<file path="config.mk">
export PLATFORM = sky130hd
export DESIGN_NAME = gray_dec_arbiter_flat
export DESIGN_NICKNAME = d
export VERILOG_FILES = /design/src/rtl/gray_dec_arbiter_if.sv /design/src/rtl/gray_dec_arbiter.sv /design/src/flat_wrapper.sv
export SDC_FILE = /design/constraint.sdc
export NUM_CORES = 1
export LEC_CHECK = 0
export CAP_MARGIN = 30
export CORE_ASPECT_RATIO = 0.8
export CORE_MARGIN = 8
export CORE_UTILIZATION = 38
export CTS_BUF_LIST = sky130_fd_sc_hd__clkbuf_4
export DETAILED_ROUTE_END_ITERATION = 6
export GPL_TIMING_DRIVEN = 0
export PLACE_DENSITY = 0.87
export SETUP_SLACK_MARGIN = 0.05
export SLEW_MARGIN = 20
export SYNTH_ARGS = -nofsm -noshare
export SYNTH_HDL_FRONTEND = slang
export SYNTH_SLANG_ARGS = --single-unit
</file>
<file path="constraint.sdc">
create_clock -name clk -period 1.7 [get_ports clk]
set_input_delay 0.34 -clock clk [delete_from_list [all_inputs] [get_ports clk]]
set_output_delay 0.34 -clock clk [all_outputs]
set_load 0.05 [all_outputs]
</file>
<file path="src/rtl/gray_dec_arbiter_if.sv">
// Request/response bundle between NREQ requesters and gray_dec_arbiter.
//   req_valid[NREQ]   requester -> arbiter, per-requester request valid
//   req_gray[4*NREQ]  requester -> arbiter, Gray word of requester i in [4i+3:4i]
//   req_ready[NREQ]   arbiter -> requester, one-hot accept strobe
//   rsp_valid[NREQ]   arbiter -> requester, one-hot response valid to the owner
//   rsp_ready[NREQ]   requester -> arbiter, per-requester response ready
//   rsp_bin[4]        arbiter -> requester, decoded binary result (shared)
//   rsp_err           arbiter -> requester, self-check mismatch flag
// Modports: master = requester side, slave = arbiter side.
interface gray_dec_arbiter_if #(
    parameter int unsigned NREQ = 4
);
    logic [NREQ-1:0]   req_valid;
    logic [4*NREQ-1:0] req_gray;
    logic [NREQ-1:0]   req_ready;
    logic [NREQ-1:0]   rsp_valid;
    logic [NREQ-1:0]   rsp_ready;
    logic [3:0]        rsp_bin;
    logic              rsp_err;

    modport master (
        output req_valid, req_gray, rsp_ready,
        input  req_ready, rsp_valid, rsp_bin, rsp_err
    );

    modport slave (
        input  req_valid, req_gray, rsp_ready,
        output req_ready, rsp_valid, rsp_bin, rsp_err
    );
endinterface

</file>
<file path="src/rtl/gray_dec_arbiter.sv">
// Round-robin arbiter sharing one 4-bit Gray-to-binary decoder among NREQ requesters.
// A winner's Gray word is latched and driven to the decoder for DEC_LAT cycles, the binary
// result is captured and returned to the owner over a valid/ready response.
// Ports:
//   clk, rst_n   clock (rising edge) and asynchronous active-low reset
//   bus          gray_dec_arbiter_if.slave request/response bundle
//   dec_gray_o   Gray word driven to the shared decoder (registered)
//   dec_bin_i    binary result from the shared decoder
//   busy         high whenever the FSM is not idle
// Optional: define GRAY_DEC_SELFCHECK_EN to re-encode the decoder result at capture and
// flag a mismatch against the driven word on rsp_err; otherwise rsp_err is tied low.
module gray_dec_arbiter #(
    parameter int unsigned NREQ    = 4,
    parameter int unsigned DEC_LAT = 1
) (
    input  logic              clk,
    input  logic              rst_n,
    gray_dec_arbiter_if.slave bus,
    output logic [3:0]        dec_gray_o,
    input  logic [3:0]        dec_bin_i,
    output logic              busy
);
    localparam int unsigned PtrW = (NREQ > 1) ? $clog2(NREQ) : 1;

    typedef enum logic [1:0] {StIdle, StDrive, StResp} state_e;

    state_e          state_q, state_d;
    logic [PtrW-1:0] gnt_q, gnt_d;
    logic [PtrW-1:0] ptr_q, ptr_d;
    logic [3:0]      cnt_q, cnt_d;
    logic [3:0]      gray_q, gray_d;
    logic [3:0]      bin_q, bin_d;
    logic            capture;

    logic            found;
    logic [PtrW-1:0] win;
    logic [PtrW-1:0] idx;
    logic [3:0]      win_gray;
    logic            owner_ready;

    // Round-robin search starting at ptr_q; first valid requester wins.
    always_comb begin
        found = 1'b0;
        win   = '0;
        idx   = '0;
        for (int unsigned k = 0; k < NREQ; k++) begin
            idx = PtrW'((32'(ptr_q) + k) % NREQ);
            if (!found && bus.req_valid[idx]) begin
                found = 1'b1;
                win   = idx;
            end
        end
    end

    always_comb begin
        win_gray      = '0;
        owner_ready   = 1'b0;
        bus.req_ready = '0;
        bus.rsp_valid = '0;
        for (int unsigned i = 0; i < NREQ; i++) begin
            if (PtrW'(i) == win) begin
                win_gray = bus.req_gray[4*i +: 4];
            end
            if (PtrW'(i) == gnt_q) begin
                owner_ready = bus.rsp_ready[i];
            end
            bus.req_ready[i] = (state_q == StIdle) && found && (PtrW'(i) == win);
            bus.rsp_valid[i] = (state_q == StResp) && (PtrW'(i) == gnt_q);
        end
    end

    always_comb begin
        state_d = state_q;
        gnt_d   = gnt_q;
        ptr_d   = ptr_q;
        cnt_d   = cnt_q;
        gray_d  = gray_q;
        bin_d   = bin_q;
        capture = 1'b0;
        case (state_q)
            StIdle: begin
                if (found) begin
                    gnt_d   = win;
                    gray_d  = win_gray;
                    cnt_d   = 4'(DEC_LAT);
                    state_d = StDrive;
                end
            end
            StDrive: begin
                cnt_d = cnt_q - 4'd1;
                if (cnt_q <= 4'd1) begin
                    capture = 1'b1;
                    bin_d   = dec_bin_i;
                    state_d = StResp;
                end
            end
            StResp: begin
                // Only the owner's ready completes the response.
                if (owner_ready) begin
                    ptr_d   = (gnt_q == PtrW'(NREQ - 1)) ? '0 : gnt_q + 1'b1;
                    state_d = StIdle;
                end
            end
            default: state_d = StIdle;
        endcase
    end

    always_ff @(posedge clk or negedge rst_n) begin
        if (!rst_n) begin
            state_q <= StIdle;
            gnt_q   <= '0;
            ptr_q   <= '0;
            cnt_q   <= '0;
            gray_q  <= '0;
            bin_q   <= '0;
        end else begin
            state_q <= state_d;
            gnt_q   <= gnt_d;
            ptr_q   <= ptr_d;
            cnt_q   <= cnt_d;
            gray_q  <= gray_d;
            bin_q   <= bin_d;
        end
    end

`ifdef GRAY_DEC_SELFCHECK_EN
    logic err_q, err_d;

    always_comb begin
        err_d = err_q;
        if (capture) begin
            err_d = ((dec_bin_i ^ (dec_bin_i >> 1)) != gray_q);
        end
    end

    always_ff @(posedge clk or negedge rst_n) begin
        if (!rst_n) begin
            err_q <= 1'b0;
        end else begin
            err_q <= err_d;
        end
    end

    assign bus.rsp_err = err_q;
`else
    assign bus.rsp_err = 1'b0;
`endif

    // Decoder input stays on the last latched word in every state.
    assign dec_gray_o  = gray_q;
    assign bus.rsp_bin = bin_q;
    assign busy        = (state_q != StIdle);
endmodule

</file>
<file path="src/flat_wrapper.sv">
// flat-port wrapper written by rule: the top's interface ports become plain ports
module gray_dec_arbiter_flat 
#(
    parameter int unsigned NREQ    = 4,
    parameter int unsigned DEC_LAT = 1
)
  (clk, rst_n, dec_gray_o, dec_bin_i, busy, bus_req_valid, bus_req_gray, bus_rsp_ready, bus_req_ready, bus_rsp_valid, bus_rsp_bin, bus_rsp_err);
  gray_dec_arbiter_if #(.NREQ(NREQ)) bus_i ();
  input  logic clk;
  input  logic rst_n;
  output logic [3:0] dec_gray_o;
  input  logic [3:0] dec_bin_i;
  output logic busy;
  input wire logic [$bits(bus_i.req_valid)-1:0] bus_req_valid;
  input wire logic [$bits(bus_i.req_gray)-1:0] bus_req_gray;
  input wire logic [$bits(bus_i.rsp_ready)-1:0] bus_rsp_ready;
  output wire logic [$bits(bus_i.req_ready)-1:0] bus_req_ready;
  output wire logic [$bits(bus_i.rsp_valid)-1:0] bus_rsp_valid;
  output wire logic [$bits(bus_i.rsp_bin)-1:0] bus_rsp_bin;
  output wire logic [$bits(bus_i.rsp_err)-1:0] bus_rsp_err;
  assign bus_i.req_valid = bus_req_valid;
  assign bus_i.req_gray = bus_req_gray;
  assign bus_i.rsp_ready = bus_rsp_ready;
  assign bus_req_ready = bus_i.req_ready;
  assign bus_rsp_valid = bus_i.rsp_valid;
  assign bus_rsp_bin = bus_i.rsp_bin;
  assign bus_rsp_err = bus_i.rsp_err;
  gray_dec_arbiter #(.NREQ(NREQ), .DEC_LAT(DEC_LAT)) u_core (.clk(clk), .rst_n(rst_n), .bus(bus_i), .dec_gray_o(dec_gray_o), .dec_bin_i(dec_bin_i), .busy(busy));
endmodule
</file>
==> impl_metrics.yaml, run 1 <==
global_route:
  grt_start_max_net_pins: 19
  grt_overflow: 0
  grt_pass1_vias: 1277
  grt_pass1_wl_mm: 5.92
  grt_usage_pct: 14.6
  antenna_found_initial: 0
synth:
  postSynthAreaPerCell_um2: 9.47
  synth_nets: 157
  ys_ff_latch: 18
  yosys_warnings: 0
  ys_types: 35
  netlist_area_mm2: 0.00115
  synth_edf_count: 0
  synthFlopType: "dfrtp_1"
  syn_inst: 121
  async_reset_ff_share_pct: 100
  yosysSeqAreaShare_pct: 39.3
cells_and_area:
  final_layout_size_suffix_gt1_share_pct: 45.7
  diodes: 0
  stdcell_count: 237
  finalNetCount: 234
  regArea_um2: 454
  multi_input_area_um2: 872
  nFillCells: 205
  area_growth_pct: 86.8
worst_setup_path:
  worstPathRequired_ns: 1.36
  end_kind: "output pin"
  startpoint_type: "register"
  crit_path_max_fanout: 6
  worstSetupPathType: "register to output pin"
  critical_path_arrival_ns: 1.79
route:
  drc_errors: 0
  via_count: 1228
  drt-total-wl_mm: 4.17
  ant_nets: 0
  wl_per_cell_um: 17.6
  viasPerCell: 5.18
  first_iter_violations: 110
  dr.pass1.iters: 4
floorplanning:
  pin_count: 48
  rows: 18
  coreArea_mm2: 0.00297
  die_w_um: 77.4
  dieArea_mm2: 0.00504
  start_util_pct: 38.6
  die_h_um: 65.1
clock_tree:
  insertion_delay_ns: 0.31
  hold_buffers: 0
  cts_sinks: 18
  numCtsBuffers: 3
  cts-htree-levels: 1
  clockRootBuffer: "clkbuf_4"
  clk_pin_slew_ns: 0.11
  cts_tree: "yes"
  clockBufferDepth: 2
sta:
  skew_ns: 0.00611
  setup_ws_ns: -0.435
  min_period_ns: 2.13
  period_share_pct: 126
  drv_slew: 0
  rsz0062_at_grt: "yes"
  hold_viol: 0
  setup_viol: 7
  fmax_mhz: 468
  max_slew_margin_pct: 63.4
  tns_ns: -1.65
  tightest_slew_ns: 0.544
job:
  max_cap_viol_count: 0
pwr:
  p_leak_uw: 0.000964
  max-vdd-ir-drop_v: 0.000891
  power_density_mw_per_mm2: 1820
placement:
  portBuffers: 46
  dp_hpwl_mm: 2.60
  globalplace.congestion: 0.795
  place_inst: 207
status:
  violations: "negative setup slack"
  status: "finished with violations"
hold_path:
  hold_class: "input pin to async pin"
[worst max-delay path: stages (launching register included)]
cell     delay [ns]
dfrtp_1        0.44
a211o_1        0.31
a21o_1         0.20
buf_6          0.15
nor3_4         0.20
buf_6          0.18
[cell families after synthesis]
kind of cell / after synthesis / synth area share (%)
AO/OA/AOI/OAI: 26 / 15.6
adder cells (fa/ha/maj): 6 / 6.55
buffers and inverters: 12 / 5.02
flip-flops: 18 / 39.3
multiplexers: 10 / 9.39
other: 1 / 0.327
AND/OR/NAND/NOR: 48 / 23.8
[cells in the mapped netlist, types with 2 or more instances]
| cell | instances | share of area, % |
|---|---|---|
| nor3_1 | 5 | 2.2 |
| a21o_1 | 2 | 1.3 |
| inv_1 | 9 | 2.9 |
| a221oi_1 | 3 | 2.3 |
| nand2_1 | 5 | 1.6 |
| nor2b_1 | 6 | 3.3 |
| o21ai_0 | 8 | 3.5 |
| a21oi_1 | 4 | 1.7 |
| and3_1 | 3 | 1.6 |
| a211oi_1 | 4 | 2.6 |
| mux2_2 | 6 | 5.9 |
| and2_1 | 4 | 2.2 |
| mux2i_1 | 4 | 3.5 |
| nor2_1 | 12 | 3.9 |
| or2_2 | 2 | 1.1 |
| dfrtp_1 | 18 | 39 |
| ha_1 | 6 | 6.6 |
| nand2b_1 | 3 | 1.6 |
[cells in the final DEF, fill, tap and decap left out, types with 3 or more instances in the layout]
cell type and n:
mux2i_1 4, nor2_1 10, clkdlybuf4s50_1 25, dlygate4sd2_1 12, nand2_1 5, mux2_4 6
o21ai_0 7, buf_8 3, and3_4 3, inv_2 4, nor2b_1 5, buf_4 23
nor3_1 3, inv_1 4, ha_4 4, buf_6 11, dfrtp_2 3, clkbuf_4 3
and2_4 3, a221oi_2 3, a211oi_1 4, dfrtp_1 15
[metrics by stage]
step	total power, uW	worst slack (ns)	util [%]	hold slack (ns)	cell area (um^2)
2_1_floorplan	2240	-0.155	-	0.0444	1200
5_1_grt	4110	-0.481	72.0	0.244	2140
6_report	3900	-0.435	72.0	0.223	2140
3_5_place_dp	2860	-1.23	57.4	0.494	1710
4_1_cts	3490	-0.396	66.1	0.524	1960
3_3_place_gp	2760	-1.20	57.4	0.492	1710
[worst paths after layout]
check	start	to	slack, ns	cells past startpoint
worst min-delay path	rst_n	u_core.state_q[1]	0.22	1
worst max-delay path	u_core.ptr_q[1]	bus_req_ready[1]	-0.43	5
worst min register to register	u_core.bus.rsp_bin[0]	u_core.bus.rsp_bin[0]	0.52	1
min in group clk	u_core.bus.rsp_bin[0]	u_core.bus.rsp_bin[0]	0.52	1
worst max register to register	u_core.ptr_q[1]	u_core.dec_gray_o[0]	0	6
max in group asynchronous	rst_n	u_core.state_q[0]	1.07	2
[timing repair]
action	CTS	global route
pin swaps	10	9
resized for setup	82	47
endpoints found under the setup margin	32	20
setup buffers	18	7
[final cells by class]
type,count,share of cell area (%)
clock inverter,1,0.175
sequential,18,21.2
buffer,3,1.40
timing repair buffer,72,31.4
tap,40,2.34
clock buffer,3,1.05
multi-input combinational,91,40.7
inverter,9,1.69
[sequential cells by signal (all words and copies together), names as in the netlist]
name	count
u_core.state_q	2
u_core.ptr_q	2
u_core.bus.rsp_bin	4
u_core.gnt_q	2
u_core.dec_gray_o	4
u_core.cnt_q	4
[where the power goes]
| group | internal [uW] | switching [uW] | total [uW] |
|---|---|---|---|
| combinational | 1290 | 1550 | 2840 |
| sequential | 637 | 192 | 829 |
| clock | 85.9 | 149 | 235 |
[routing by layer]
| metal | up-vias | GRT usage, % | part of all wire [%] |
|---|---|---|---|
| met4 | 0 | 5.16 | 2.0 |
| li1 | 577 | - | - |
| met5 | - | 0 | 0 |
| met3 | 12 | 5.45 | 4.9 |
| met2 | 46 | 26.8 | 53 |
| met1 | 593 | 15.1 | 40 |
Note: power is estimated with default switching activity, not from simulation.
==> run 2: changes to the inputs <==
- CORE_ASPECT_RATIO: 0.8 -> 1.5
==> run 2 against run 1 <==
The run still ends with negative setup slack left. Non-clock buffer count fell by 2. Critical path depth did not move. Count of clock-buffer cells in the layout did not move. Routed wire length rose by 4.0%. Clock power fell by 4%. Setup slack got worse by 0.0038 ns. First-iteration DRC count fell by 56%. Global-route usage rose by 2.5 points. Die area rose by 0.50%. Via count rose by 0.98%. Final cell count fell by 1.3%. Critical path type unchanged.
==> impl_metrics.yaml, run 2 (synthesis results as in run 1) <==
sta:
  fmax_mhz: 468
  rsz0062_at_grt: "yes"
  drv_slew: 0
  setup_ws_ns: -0.439
  whs_ns: 0.492
  setup_viol: 12
  period_share_pct: 126
  max_slew_margin_pct: 45.7
  tns_ns: -2.51
  tightest_slew_ns: 0.812
  hold_viol: 0
  min_period_ns: 2.14
  skew_ns: 0.00491
pwr:
  power_frac_comb_pct: 73.5
  p_sw_uw: 1890
  p_int_uw: 1980
  swShare_pct: 48.9
  p_leak_uw: 0.000948
  p_total_uw: 3870
  p_seq_share_pct: 20.7
  power_density_mw_per_mm2: 1820
  power.share.clock_pct: 5.8
  max-vdd-ir-drop_v: 0.00120
placement:
  dp_hpwl_mm: 2.79
  globalplace.congestion: 0.812
  place_inst: 206
  placed_area_mm2: 0.00171
  portBuffers: 46
clock_tree:
  insertion_delay_ns: 0.31
  clockRootBuffer: "clkbuf_4"
  cts_tree: "yes"
  clk_pin_slew_ns: 0.10
  numCtsBuffers: 3
  cts_sinks: 18
  clockBufferDepth: 2
  cts-htree-levels: 1
global_route:
  grt_pass1_vias: 1410
  grt_start_max_net_pins: 19
  antenna_found_initial: 0
  grt_overflow: 0
  grt_usage_pct: 17.1
  grt_pass1_wl_mm: 6.74
hold_path:
  hold_class: "input pin to async pin"
worst_setup_path:
  worstSetupPathType: "register to output pin"
  reg2reg_slack_ns: -0.11
  critical_path_arrival_ns: 1.80
  worstPathRequired_ns: 1.36
  startpoint_type: "register"
  end_kind: "output pin"
  crit_path_max_fanout: 6
cells_and_area:
  diodes: 0
  finalNetCount: 232
  final_common_cell: "clkdlybuf4s50_1"
  area_growth_pct: 85.2
  stdcell_count: 234
  layout_common_cells: "clkdlybuf4s50_1, buf_4, dfrtp_1"
  postLayoutCellArea_mm2: 0.00212
  final_layout_size_suffix_gt1_share_pct: 44.1
floorplanning:
  start_util_pct: 39.8
  die_w_um: 60.8
  pin_count: 48
  rows: 24
  die_h_um: 83.3
  dieArea_mm2: 0.00507
  coreArea_mm2: 0.00288
status:
  status: "finished with violations"
  violations: "negative setup slack"
route:
  ant_nets: 0
  via_count: 1240
  viasPerCell: 5.30
  drt-total-wl_mm: 4.34
  drc_errors: 0
  first_iter_violations: 48
  wl_per_cell_um: 18.5
  dr.pass1.iters: 4
job:
  max_cap_viol_count: 0
==> run 2: critical path, cell delays in order, from the launching register on <==
cell,delay [ns]
dfrtp_1,0.45
or2_4,0.28
or2_4,0.23
buf_6,0.14
nor3_4,0.20
buf_6,0.18
==> run 2: final timing paths <==
path | end | cells past startpoint | from
setup reg to reg | u_core.dec_gray_o[2] | 8 | u_core.ptr_q[0]
hold / removal | u_core.bus.rsp_bin[1] | 1 | rst_n
max in group asynchronous | u_core.ptr_q[0] | 1 | rst_n
setup / recovery | bus_req_ready[1] | 5 | u_core.state_q[1]
min in group clk | u_core.bus.rsp_bin[0] | 1 | u_core.bus.rsp_bin[0]
hold reg to reg | u_core.bus.rsp_bin[0] | 1 | u_core.bus.rsp_bin[0]
==> run 2: area by class of cell <==
type,count,area [um^2]
sequential,18,452
clock buffer,3,22.5
timing repair buffer,70,661
tap,39,48.8
fill,201,761
multi-input combinational,91,868
buffer,3,30.0
clock inverter,1,3.75
inverter,9,36.3
==> run 2: per-layer routing <==
layer  vias up  track usage (%)  part of all wire (%)
li1        569                -                     -
met1       607             16.2                    33
met2        49             32.6                    58
met3        15             3.86                   5.2
met4         0             6.61                   3.5
met5         -                0                     0
==> run 2: power groups by stage <==
stage                     clock network [uW]  logic, uW  registers, uW
final                                    226       2840            801
after global routing                     241       3010            819
after CTS                                226       2620            774
after detailed placement                   0       2060            805
after global placement                     0       1990            793
after floorplan                            0       1130           1110
==> run 2: metrics by stage <==
step | setup slack, ns | util, %
after floorplan | -0.155 | -
after global placement | -1.19 | 59.2
after detailed placement | -1.25 | 59.2
after CTS | -0.404 | 70.7
after global routing | -0.482 | 73.6
final | -0.439 | 73.6
==> run 2: repair_timing <==
item | CTS | global route
resized for setup | 109 | 12
hold buffers | 0 | 0
endpoints found under the setup margin | 30 | 18
pin swaps | 11 | 7
setup buffers | 20 | 5
==> run 3: changes to the inputs <==
- MAX_ROUTING_LAYER: not set -> met4
- RECOVER_POWER: not set -> 100
==> run 3 against run 2 <==
The run still ends with negative setup slack left. Non-clock buffer count unchanged. Critical path depth unchanged. Routed wire length about the same. Final cell count unchanged. Sequential share of layout area about the same. Largest power group unchanged.
==> impl_metrics.yaml, run 3 (synthesis results as in run 1) <==
sta:
  setup_viol: 12
  period_share_pct: 125
  setup_ws_ns: -0.431
  fmax_mhz: 469
  max_slew_margin_pct: 44.3
  tightest_slew_ns: 0.833
  skew_ns: 0.00493
  tns_ns: -2.33
  rsz0062_at_grt: "yes"
  min_period_ns: 2.13
  hold_viol: 0
  drv_slew: 0
route:
  wl_per_cell_um: 18.5
  ant_nets: 0
  drt-total-wl_mm: 4.33
  via_count: 1232
  first_iter_violations: 45
  viasPerCell: 5.26
  dr.pass1.iters: 4
  drc_errors: 0
global_route:
  grt_usage_pct: 17.6
  grt_pass1_vias: 1413
  grt_pass1_wl_mm: 6.73
  grt_overflow: 0
  grt_start_max_net_pins: 19
  antenna_found_initial: 0
worst_setup_path:
  worstPathRequired_ns: 1.36
  crit_chain: "or2_4 -> or2_4 -> buf_6 -> nor3_4 -> buf_6"
  critical_path_arrival_ns: 1.79
  cpPeakStageDelay_ns: 0.45
  end_kind: "output pin"
  startpoint_type: "register"
  worstSetupPathType: "register to output pin"
  crit_path_max_fanout: 6
  slowest_stage: "dfrtp_1"
pwr:
  power_density_mw_per_mm2: 1820
  p_total_uw: 3870
  max-vdd-ir-drop_v: 0.00120
  p_leak_uw: 0.000946
status:
  violations: "negative setup slack"
  status: "finished with violations"
cells_and_area:
  final_common_cell: "clkdlybuf4s50_1"
  nFillCells: 199
  postLayoutCellArea_mm2: 0.00213
  finalNetCount: 232
  area_growth_pct: 85.5
  diodes: 0
  layout_common_cells: "clkdlybuf4s50_1, buf_4, dfrtp_1"
  final_layout_size_suffix_gt1_share_pct: 44.6
hold_path:
  hold_class: "register to register"
placement:
  place_ws_ns: -1.25
  placed_area_mm2: 0.00171
  dp_hpwl_mm: 2.79
  globalplace.congestion: 0.824
  portBuffers: 46
clock_tree:
  insertion_delay_ns: 0.30
  clockBufferDepth: 2
  cts_tree: "yes"
  cts_sinks: 18
  clockRootBuffer: "clkbuf_4"
  numCtsBuffers: 3
  cts-htree-levels: 1
  clk_pin_slew_ns: 0.10
  hold_buffers: 0
floorplanning:
  coreArea_mm2: 0.00288
  dieArea_mm2: 0.00507
  die_h_um: 83.3
  rows: 24
  start_util_pct: 39.8
  pin_count: 48
  die_w_um: 60.8
job:
  max_cap_viol_count: 0
[run 3: cell types whose count changed in the layout (fill, tap and decap cells not counted), sizes merged]
cell,delta
clkdlybuf4s50,-1
dlygate4sd3,+1
[run 3: path summary, 6_finish.rpt]
path                                            start                    end  slack [ns]  cells after the start
worst max-delay path                u_core.state_q[1]       bus_req_ready[1]       -0.43                      5
worst min-delay path            u_core.bus.rsp_bin[0]  u_core.bus.rsp_bin[0]        0.51                      1
worst max register to register      u_core.state_q[1]   u_core.dec_gray_o[3]       -0.09                      5
worst min register to register  u_core.bus.rsp_bin[0]  u_core.bus.rsp_bin[0]        0.51                      1
max in group asynchronous                       rst_n        u_core.ptr_q[0]        0.56                      1
min in group asynchronous                       rst_n  u_core.bus.rsp_bin[1]        0.57                      1
[run 3: repair_timing]
item                       in CTS  in global routing
hold endpoints to repair        0                  0
resized for setup             109                 13
pin swaps                      11                  7
setup buffers                  20                  5
setup endpoints to repair      30                 18
cloned                          0                  0
[run 3: worst max-delay path: cells and delay by family, from the launching register on]
kind | cells | cell delay (ns)
flops | 1 | 0.45
simple gates | 3 | 0.71
buf+inv | 2 | 0.32
[run 3: final cells by class]
class | count | area (um^2) | share of cell area [%]
Clock inverter | 1 | 3.75 | 0.177
Buffer | 3 | 30.0 | 1.41
Timing Repair Buffer | 70 | 661 | 31.1
Clock buffer | 3 | 22.5 | 1.06
Tap cell | 39 | 48.8 | 2.30
Multi-Input combinational cell | 91 | 872 | 41.0
Inverter | 9 | 36.3 | 1.71
Sequential cell | 18 | 452 | 21.2
[run 3: stage by stage]
step                      util (%)  hold slack [ns]  std cells
after global placement        59.2            0.492        206
after global routing          73.7            0.528        234
final                         73.7            0.512        234
after CTS                     70.7            0.514        230
after detailed placement      59.2            0.496        206
after floorplan                  -           0.0444        121
[run 3: where the power goes]
part           switching [uW]  internal, uW
Combinational            1590          1260
Clock                     137          85.7
Sequential                167           633
[run 3: routing by layer]
metal | track usage [%] | routed length, um | up-vias
met5 | - | 0 | -
met4 | 6.61 | 157 | 0
met3 | 3.55 | 211 | 15
met2 | 32.6 | 2490 | 48
met1 | 16.4 | 1480 | 598
li1 | - | - | 571
